<file path="src/rtl/freqsel_clkdiv.sv">
// Runtime-selectable glitch-free clock divider: one registered 50%-duty CLK_OUT plus
// same-domain rise/fall/switch strobes. Select changes are applied only at a low-phase end.
module freqsel_clkdiv #(
  parameter int HALF_0    = 500,
  parameter int HALF_1    = 250,
  parameter int HALF_2    = 100,
  parameter int HALF_3    = 50,
  parameter int HALF_4    = 25,
  parameter int HALF_5    = 12,
  parameter int RESET_SEL = 1,
  parameter int CNT_W     = 16
) (
  input  logic       CLK_IN,
  input  logic       RST_IN,
  input  logic       ENABLE,
  input  logic [2:0] FREQ_SEL,
  output logic       CLK_OUT,
  output logic       CLK_EN_RISE,
  output logic       CLK_EN_FALL,
  output logic [2:0] CUR_SEL,
  output logic       SWITCH_DONE,
  output logic       SEL_ERR
);

  typedef enum logic [1:0] {S_IDLE, S_LOW, S_HIGH} state_t;

  localparam logic [2:0] RST_SEL3 = 3'(RESET_SEL);

  function automatic logic [CNT_W-1:0] half_m1(input logic [2:0] sel);
    case (sel)
      3'd0:    half_m1 = CNT_W'(HALF_0 - 1);
      3'd1:    half_m1 = CNT_W'(HALF_1 - 1);
      3'd2:    half_m1 = CNT_W'(HALF_2 - 1);
      3'd3:    half_m1 = CNT_W'(HALF_3 - 1);
      3'd4:    half_m1 = CNT_W'(HALF_4 - 1);
      3'd5:    half_m1 = CNT_W'(HALF_5 - 1);
      default: half_m1 = CNT_W'(HALF_0 - 1);
    endcase
  endfunction

  state_t           r_state, w_state_nxt;
  logic [CNT_W-1:0] r_cnt, w_cnt_nxt;
  logic [2:0]       r_sync1, r_sync2;
  logic [2:0]       r_cur, w_cur_nxt;
  logic             r_clk, w_clk_nxt;
  logic             r_rise, w_rise_nxt;
  logic             r_fall, w_fall_nxt;
  logic             r_sw, w_sw_nxt;
  logic             r_err;
  logic             w_sel_ok;
  logic             w_boundary;

  assign w_sel_ok = (r_sync2 <= 3'd5);

  always_comb begin
    w_state_nxt = r_state;
    w_cnt_nxt   = r_cnt;
    w_cur_nxt   = r_cur;
    w_clk_nxt   = r_clk;
    w_rise_nxt  = 1'b0;
    w_fall_nxt  = 1'b0;
    w_sw_nxt    = 1'b0;
    w_boundary  = 1'b0;
    case (r_state)
      S_LOW: begin
        if (r_cnt != '0) w_cnt_nxt = r_cnt - 1'b1;
        else             w_boundary = 1'b1;
      end
      S_HIGH: begin
        if (r_cnt != '0) begin
          w_cnt_nxt = r_cnt - 1'b1;
        end else begin
          // high phase always finishes at the rate it started with
          w_cnt_nxt   = half_m1(r_cur);
          w_clk_nxt   = 1'b0;
          w_state_nxt = S_LOW;
          w_fall_nxt  = 1'b1;
        end
      end
      S_IDLE: begin
        w_clk_nxt = 1'b0;
        if (ENABLE) w_boundary = 1'b1;
      end
      default: w_state_nxt = S_IDLE;
    endcase

    // end of a low phase (or restart from idle): the only point a new select lands
    if (w_boundary) begin
      if (!ENABLE) begin
        w_state_nxt = S_IDLE;
        w_clk_nxt   = 1'b0;
        w_cnt_nxt   = '0;
      end else begin
        if (w_sel_ok && (r_sync2 != r_cur)) begin
          w_cur_nxt = r_sync2;
          w_cnt_nxt = half_m1(r_sync2);
          w_sw_nxt  = 1'b1;
        end else begin
          w_cnt_nxt = half_m1(r_cur);
        end
        w_clk_nxt   = 1'b1;
        w_state_nxt = S_HIGH;
        w_rise_nxt  = 1'b1;
      end
    end
  end

  always_ff @(posedge CLK_IN or posedge RST_IN) begin
    if (RST_IN) begin
      r_state <= S_LOW;
      r_cnt   <= half_m1(RST_SEL3);
      r_sync1 <= RST_SEL3;
      r_sync2 <= RST_SEL3;
      r_cur   <= RST_SEL3;
      r_clk   <= 1'b0;
      r_rise  <= 1'b0;
      r_fall  <= 1'b0;
      r_sw    <= 1'b0;
      r_err   <= 1'b0;
    end else begin
      r_state <= w_state_nxt;
      r_cnt   <= w_cnt_nxt;
      r_sync1 <= FREQ_SEL;
      r_sync2 <= r_sync1;
      r_cur   <= w_cur_nxt;
      r_clk   <= w_clk_nxt;
      r_rise  <= w_rise_nxt;
      r_fall  <= w_fall_nxt;
      r_sw    <= w_sw_nxt;
      r_err   <= r_err | ~w_sel_ok;
    end
  end

  assign CLK_OUT     = r_clk;
  assign CLK_EN_RISE = r_rise;
  assign CLK_EN_FALL = r_fall;
  assign CUR_SEL     = r_cur;
  assign SWITCH_DONE = r_sw;
  assign SEL_ERR     = r_err;

endmodule

</file>
<file path="config.mk">
export PLATFORM = sky130hd
export DESIGN_NAME = freqsel_clkdiv
export DESIGN_NICKNAME = d
export VERILOG_FILES = /design/src/rtl/freqsel_clkdiv.sv
export SDC_FILE = /design/constraint.sdc
export NUM_CORES = 1
export LEC_CHECK = 0
export CORE_MARGIN = 1.5
export CORE_UTILIZATION = 33
export DETAILED_ROUTE_END_ITERATION = 8
export SLEW_MARGIN = 20
export SYNTH_ARGS = -nofsm -noshare
export SYNTH_HDL_FRONTEND = slang
export SYNTH_SLANG_ARGS = --single-unit
</file>
<file path="constraint.sdc">
create_clock -name CLK_IN -period 2.8 [get_ports CLK_IN]
set_input_delay 0.84 -clock CLK_IN [delete_from_list [all_inputs] [get_ports CLK_IN]]
set_output_delay 0.84 -clock CLK_IN [all_outputs]
set_load 0.05 [all_outputs]
</file>
# Word-level counts from Yosys, hierarchy flattened
# Cells that the tools add are included.
# W data, S select, Z words.
totals:
  regBits: 32
  inputBits: 6
  output_inout_bits: 8
  word_cells: 63
classes:
  addsub: 1
  order_cmp: 1
  n_eq_ne: 16
  muxes: 23
  bitwise: 2
  n_reduce_logical: 10
ops:
  columns: ["operator", "n"]
  rows:
  - ["$pmux W9 S5", 2]
  - ["$mux W16", 5]
  - ["$pmux W16 S2", 1]
  - ["$reduce_bool A16 Y1", 1]
  - ["$sub A16 B1 Y16 const B", 1]
  - ["$eq A3 B2 Y1 const B", 4]
  - ["$eq A3 B3 Y1 const B", 4]
  - ["$mux W1", 9]
  - ["$eq A3 B1 Y1 const B", 2]
  - ["$mux W2", 3]
  - ["$ne A3 B3 Y1 const B", 2]
  - ["$reduce_and A2 Y1", 3]
  - ["$reduce_bool A3 Y1", 2]
  - ["$pmux W1 S2", 2]
  - ["$pmux W2 S2", 1]
  - ["$le A3 B3 Y1 const B", 1]
  - ["$ne A3 B3 Y1", 1]
  - ["$reduce_and A3 Y1", 1]
  - ["$eq A2 B1 Y1 const B", 1]
  - ["$eq A2 B2 Y1 const B", 1]
  - ["$logic_not A2 Y1", 1]
  - ["$ne A2 B1 Y1 const B", 1]
  - ["$reduce_or A2 Y1", 1]
  - ["$logic_and A1 B1 Y1", 1]
  - ["other kinds (2)", 2]

# Depth between registers and ports, before layout
# Gate-level depths: netlist of run 1.
logic_depth:
  word_depth: 5
  ltp_mapped: 9
  mapped_depth_nobuf: 8

# Worst setup path before layout of run 1
# OpenSTA, ideal clock, no wires.
synth_path:
  path_type: "flip-flop to flip-flop"
  startpoint: "reg r_cur[1], in the netlist CUR_SEL[1]"
  endpoint: "reg r_cnt[1]"
  arrival_ns: 2.101
  required_time_ns: 2.669
  slack_ns: 0.568
  stages_incl_launch_ff: 10
  synth_period_minus_slack_ns: 2.232
  cell_sequence: "dfrtp_1 -> buf_2 -> inv_1 -> ha_1 -> inv_1 -> nand2_1 -> a221oi_1 -> o21ai_0 -> a32oi_1 -> o21ai_1"
synth_via:
  elab_chain_len: 5
  word_cells_on_any_way: 13
  cone_classes: "6 x eq/ne; 6 x mux; 1 x reduce/logical"
synth_lines:
  columns: ["element", "line_no", "rtl"]
  rows:
  - ["from (decl)", "44", "logic [2:0] r_cur, w_cur_nxt;"]
  - ["from (signal assigned)", "125", "r_cur <= w_cur_nxt;"]
  - ["$eq A3 B3 Y1, or another cell as far along", "30", "case (sel)"]
  - ["$pmux W9 S5 / $logic_and A1 B1 Y1 (equally long branches)", "30, 94", null]
  - ["$mux W16, on equally long branches", "70, 94", null]
  - ["$pmux W16 S2 / $mux W16 (equally long branches)", "64, 89", null]
  - ["$mux W16 (*)", "88", "if (w_boundary) begin"]
  - ["to (signal assigned)", "111", "r_cnt <= half_m1(RST_SEL3);"]
  - ["to (signal assigned)", "122", "r_cnt <= w_cnt_nxt;"]
  - ["to (decl)", "42", "logic [CNT_W-1:0] r_cnt, w_cnt_nxt;"]
# Mark *: on every way between the ends. The rest lies on a longest branch, timed or not.
# A chain may end at the register's enable or synchronous reset.

# Worst setup path after layout of run 1
layout_path:
  startpoint: "reg r_cur[0], in the netlist CUR_SEL[0]"
  endpoint: "out CUR_SEL[0]"
layout_lines:
  columns: ["element", "line_no", "rtl"]
  rows:
  - ["to (decl)", "20", "output logic [2:0] CUR_SEL,"]
# No word-level cell between the ends.

==> results of run 1 <==
==> layer usage <==
metal | global-route usage | part of all wire
met1 | 0.205 | 0.48
met2 | 0.221 | 0.46
met3 | 0.0307 | 0.045
met4 | 0.0534 | 0.015
met5 | 0 | 0
==> synth_stat cells, types with 4 or more instances <==
| cell type | count | area, µm² |
|---|---|---|
| a21oi_1 | 13 | 65.1 |
| o21ai_0 | 12 | 60.1 |
| nor3_1 | 10 | 50.1 |
| xor2_1 | 8 | 70.1 |
| nor2b_1 | 4 | 25.0 |
| ha_1 | 4 | 50.1 |
| nand3_1 | 6 | 30.0 |
| dfrtp_1 | 22 | 551 |
| buf_2 | 6 | 30.0 |
| dfstp_2 | 10 | 263 |
| nand2_1 | 17 | 63.8 |
| inv_1 | 10 | 37.5 |
| o21ai_1 | 4 | 20.0 |
| nor2_1 | 35 | 131 |
| xnor2_1 | 7 | 61.3 |
==> placed cells by master, fill, tap and decap left out, types with 3 or more instances in the layout <==
master           count
a21oi_1             13
nor4_1               3
inv_1               10
buf_4                4
xnor2_1              7
nand2_1             17
nand3_1              6
dfstp_2             10
xor2_1               8
clkbuf_8             6
nor2b_1              4
a221o_1              3
o21ai_1              4
dfrtp_1             22
nor2_1              35
ha_1                 4
mux2i_1              3
o21ai_0             12
nor3_1              10
clkdlybuf4s50_1     13
==> where the power goes <==
part | internal [µW] | switching, µW | total (µW)
Sequential | 647 | 227 | 874
Combinational | 511 | 696 | 1210
Clock | 200 | 164 | 364
Total | 1360 | 1090 | 2440
==> kinds of logic (layout without fill, tap and decap cells) <==
family,Yosys count,count (layout),synth area share
buf+inv,19,36,0.0400
simple gates,98,98,0.275
fa+ha+maj,4,4,0.0254
mux,4,4,0.0209
xor+xnor,15,15,0.0666
compound gates,50,50,0.160
flops,32,32,0.412
==> stage by stage <==
step / power, µW / instances
floorplan: 1780 / 222
global placement: 2070 / 303
detailed placement: 2080 / 303
CTS: 2460 / 311
global route: 2660 / 311
finish: 2440 / 311
==> layout make-up <==
cell class                      count  area, µm²  share of cell area
Clock buffer                        8       90.1              0.0396
Inverter                           11       41.3              0.0181
Multi-Input combinational cell    171       1080               0.475
Sequential cell                    32        813               0.357
Tap cell                           72       90.1              0.0396
Timing Repair Buffer               17        160              0.0704
==> worst max-delay path by stage <==
stage / slack (ns) / start / to
detailed placement: 0.24 / ENABLE / r_cnt[12]
global placement: 0.31 / ENABLE / r_cnt[12]
global route: 0.15 / CUR_SEL[0] / CUR_SEL[0]
CTS: 0.19 / CUR_SEL[0] / CUR_SEL[0]
floorplan: 0.57 / CUR_SEL[1] / r_cnt[1]
finish: 0.21 / CUR_SEL[0] / CUR_SEL[0]
==> state kept, by name, summed over array words and instances (netlist names) <==
name / flops
r_state: 2
CUR_SEL: 3
r_cnt: 16
SWITCH_DONE: 1
r_sync2: 3
CLK_EN_FALL: 1
CLK_OUT: 1
SEL_ERR: 1
CLK_EN_RISE: 1
r_sync1: 3
==> results by group, run 1 <==
Global routing
  • Vias in the first global route: 1516
  • GRT Total Usage: 0.147
  • Largest net degree at the start of global routing: 33
  • Initial antenna violation count: 0
  • Total gr overflow: 0
  • Global-route wire length before repair: 7250 µm

Drt
  • Routed length per placed instance: 13.6 µm
  • DRC Markers: 0
  • Vias per inst: 5.18
  • Via total after detailed routing: 1611
  • First-pass detailed-route iteration total: 4
  • DR iter-0 viols: 152
  • Drt total wl: 4240 µm
  • Number of antenna-violating nets in the routed design: 0

Clocking
  • Postcts setup bufs: 0
  • CTS H-tree depth: 2
  • Longest Clk Path Bufs: 2
  • CTS tree: built
  • CTS resizes: 0
  • # clock sinks: 32
  • Root Buffer: clkbuf_8
  • Worst-path clk slew: 0.07 ns
  • Skew-Pair Late Insertion Delay: 0.28 ns
  • CTS Buf Count: 5
  • CTS Hold Bufs: 0

STA
  • Worst-Margin Slew: 0.619 ns
  • Max-slew violation count: 0
  • RSZ-0062 raised after global routing: no
  • Fin. Hold Viols: 0
  • Crit path time final: 2.59 ns
  • Hold Slack: 0.347 ns
  • Setup WS post-layout: 0.208 ns
  • Endpoints failing setup: 0
  • Layout Skew: 0.00797 ns
  • Final setup TNS: 0 ns
  • Fmax: 386 MHz
  • Period utilisation layout: 0.926
  • Max_slew headroom: 0.587

Logic synthesis
  • Post-synth EDFFs: 0
  • Synth Instances: 222
  • Syn Nets: 232
  • Post-synthesis register bit count: 32
  • Sequential share of the synthesized area: 0.412
  • Ys Warns: 0
  • Netlist cell types: 49
  • Cell area after synthesis: 1970 µm²
  • Synth Area per Inst: 8.89 µm²
  • Top_reg_cell synth: dfrtp_1
  • Ys async rst share: 1.00

Worst setup path
  • Worst r2r src: r_cnt[0]
  • Worst path required time: 1.96 ns
  • Worst Path Max Fanout: 12
  • RR Endpoint: r_cnt[8]
  • Worst Path Buf+Inv: 1
  • R2R Setup Slk: 0.52 ns
  • Startpoint types: flop
  • Worst path slowest cell: clkdlybuf4s50_1
  • WP data arrival: 1.75 ns
  • CP Cell Sequence: clkdlybuf4s50_1
  • R2R depth: 8
  • Capturing element type of the critical path: primary output
  • Number of stages on the worst setup path: 1
  • Setup CP Type: reg -> out
  • Cell family with most CP delay: buffers and inverters
  • Max stage delay on crit path: 0.84 ns

Floorplan
  • Core Rows: 27
  • Die area: 6450 µm²
  • Die width: 80.3 µm
  • Core area: 5640 µm²
  • DIE HEIGHT: 80.3 µm
  • Total I/O pin count: 14
  • Initial Utilization: 0.350

Run
  • Max-cap violations: 0

Layout
  • Antenna cells: 0
  • Post-route cell area: 2280 µm²
  • Fill count: 548
  • Share of cells above drive strength 1: 0.138
  • Final Util: 0.403
  • Nets: 248
  • Synth-to-Final Area Change: 15.3%

Placement
  • Dpl hpwl: 3040 µm
  • Buffers on Ports: 13
  • Pre-CTS WS: 0.243 ns
  • Placed cell area: 2190 µm²
  • Gpl congestion: 0.835

Power
  • PD cells: 1070 nW/µm²
  • Peak VDD IR: 0.356 mV
  • Lkg Pwr: 0.000951 µW

Outcome
  • Outcome: finished, final reports clean

Min path
  • Min-Delay Endpoint: r_sync2[0]
  • Worst Hold Depth: 0
  • Hold path start: r_sync1[0]
  • HP Class: reg -> reg
Power figures use the tool's default switching activity.
==> inputs of run 2 (changes only) <==
--- a/config.mk
+++ b/config.mk
@@ -8,7 +8,7 @@
 export CORE_MARGIN = 1.5
 export CORE_UTILIZATION = 33
 export DETAILED_ROUTE_END_ITERATION = 8
-export SLEW_MARGIN = 20
+export SLEW_MARGIN = 25
 export SYNTH_ARGS = -nofsm -noshare
 export SYNTH_HDL_FRONTEND = slang
 export SYNTH_SLANG_ARGS = --single-unit
==> results of run 2 <==
No change in the layout: final DEF, timing and power equal those of run 1.
==> inputs of run 3 (changes only) <==
--- a/config.mk
+++ b/config.mk
@@ -5,8 +5,9 @@
 export SDC_FILE = /design/constraint.sdc
 export NUM_CORES = 1
 export LEC_CHECK = 0
-export CORE_MARGIN = 1.5
+export CORE_MARGIN = 2
 export CORE_UTILIZATION = 33
+export CTS_CLUSTER_SIZE = 10
 export DETAILED_ROUTE_END_ITERATION = 8
 export SLEW_MARGIN = 25
 export SYNTH_ARGS = -nofsm -noshare
==> results by group, run 3 (synthesis gave the netlist of run 1 again) <==
Outcome
  • Outcome: finished, final reports clean

Layout
  • Nets: 248
  • Antenna cells: 0
  • Fill count: 580
  • Reg with most FFs: r_cnt
  • Synth-to-Final Area Change: 17.4%
  • Max FFs per register: 16
  • Most frequent cells in the layout: nor2_1 (35), dfrtp_1 (22), nand2_1 (17)
  • Share of cells above drive strength 1: 0.146
  • Area of the multi-input gates: 1080 µm²
  • Most common cell after layout, fill and taps aside: nor2_1
  • Final cell count without fillers: 314
  • Reg area: 813 µm²

STA
  • Period utilisation layout: 0.934
  • Layout Skew: 0.00853 ns
  • Hold Slack: 0.348 ns
  • Crit path time final: 2.62 ns
  • Fmax: 382 MHz
  • Max_slew headroom: 0.599
  • Worst-Margin Slew: 0.600 ns
  • Endpoints failing setup: 0
  • RSZ-0062 raised after global routing: no
  • Max-slew violation count: 0
  • Final setup TNS: 0 ns
  • Setup WS post-layout: 0.184 ns
  • Fin. Hold Viols: 0

Drt
  • Met3 wire length: 147 µm
  • First-pass detailed-route iteration total: 4
  • Via total after detailed routing: 1600
  • Top layer in use: met4
  • DR iter-0 viols: 151
  • Vias per inst: 5.10
  • DRC Markers: 0
  • M1 WL: 2070 µm
  • Drt total wl: 4150 µm
  • Number of antenna-violating nets in the routed design: 0
  • WL met2: 1840 µm
  • Routed length per placed instance: 13.2 µm

Clocking
  • CTS resizes: 0
  • Longest Clk Path Bufs: 2
  • Postcts setup bufs: 0
  • Root Buffer: clkbuf_8
  • CTS Hold Bufs: 0
  • Skew-Pair Late Insertion Delay: 0.29 ns
  • # clock sinks: 32
  • CTS Buf Count: 5
  • CTS tree: built
  • Worst-path clk slew: 0.07 ns
  • CTS H-tree depth: 2

Worst setup path
  • RR Endpoint: r_cnt[8]
  • Worst Path Max Fanout: 12
  • Number of stages on the worst setup path: 1
  • Worst path slowest cell: clkdlybuf4s50_1
  • R2R depth: 8
  • CP Cell Sequence: clkdlybuf4s50_1
  • Crit path launch: CUR_SEL[0]
  • Startpoint types: flop
  • Cell family with most CP delay: buffers and inverters
  • Worst Path Buf+Inv: 1
  • Worst r2r src: r_cnt[0]
  • Setup CP Type: reg -> out
  • Worst path required time: 1.96 ns
  • WP data arrival: 1.78 ns
  • Max stage delay on crit path: 0.84 ns
  • R2R Setup Slk: 0.55 ns
  • Capturing element type of the critical path: primary output
  • End point of the critical path: CUR_SEL[0]

Floorplan
  • DIE HEIGHT: 81.3 µm
  • Initial Utilization: 0.337
  • Core area: 5850 µm²
  • Total I/O pin count: 14
  • Die area: 6610 µm²
  • Die width: 81.3 µm
  • Core Rows: 28

Global routing
  • Initial antenna violation count: 0
  • Global-route wire length before repair: 7230 µm
  • GRT Total Usage: 0.144
  • Largest net degree at the start of global routing: 33
  • Vias in the first global route: 1523
  • Total gr overflow: 0

Placement
  • Pre-CTS WS: 0.277 ns
  • Dpl hpwl: 3010 µm
  • Buffers on Ports: 13
  • Cell total after placement: 306
  • Gpl congestion: 0.862

Min path
  • HP Class: reg -> reg

Run
  • Max-cap violations: 0

Power
  • Lkg Pwr: 0.000970 µW
  • PD cells: 1110 nW/µm²
  • Tot Pwr: 2570 µW
  • Peak VDD IR: 0.406 mV
run 3: cell types whose count changed in the layout (fill, tap and decap cells not counted), sizes merged:
cell	previous run	this run
bufinv	0	1
clkbuf	8	7
run 3: cell type report:
cell class	count	area share
Clock buffer	7	0.0416
Sequential cell	32	0.351
Clock inverter	1	0.0130
Inverter	11	0.0178
Multi-Input combinational cell	171	0.467
Tap cell	75	0.0405
Timing Repair Buffer	17	0.0692
run 3: how the worst min path moves through the flow:
stage	slack (ns)	startpoint	endpoint	cells past startpoint
2_1_floorplan	0.33	r_sync1[1]	r_sync2[1]	0
3_3_place_gp	0.33	r_sync1[1]	r_sync2[1]	0
3_5_place_dp	0.33	r_sync1[2]	r_sync2[2]	0
4_1_cts	0.35	r_sync1[2]	r_sync2[2]	0
5_1_grt	0.36	r_sync1[2]	r_sync2[2]	0
6_report	0.35	r_sync1[2]	r_sync2[2]	0
run 3: power by group:
group / switching [µW] / internal, µW / total [µW] / leakage [µW]
Sequential: 225 / 646 / 871 / 0.000377
Clock: 179 / 314 / 493 / 0.0000645
Combinational: 691 / 511 / 1200 / 0.000529
Total: 1100 / 1470 / 2570 / 0.000970
run 3: per-stage QoR:
stage | utilization | instance area, µm²
after floorplan | - | 1970
after global placement | 0.374 | 2190
after detailed placement | 0.374 | 2190
after CTS | 0.396 | 2320
after global routing | 0.396 | 2320
final | 0.396 | 2320
run 3: worst reg2reg max path, delay by kind of cell, from the launching register on:
kind / cells / cell delay [ns]
buffers and inverters: 1 / 0.08
AND/OR/NAND/NOR: 2 / 0.34
AO/OA/AOI/OAI: 4 / 0.96
adder cells (fa/ha/maj): 1 / 0.21
flip-flops: 1 / 0.56
run 3: per-layer routing:
metal | track usage | vias up
met3 | 0.0356 | 9
met2 | 0.216 | 34
li1 | - | 810
met1 | 0.191 | 747
met5 | 0 | -
met4 | 0.0729 | 0
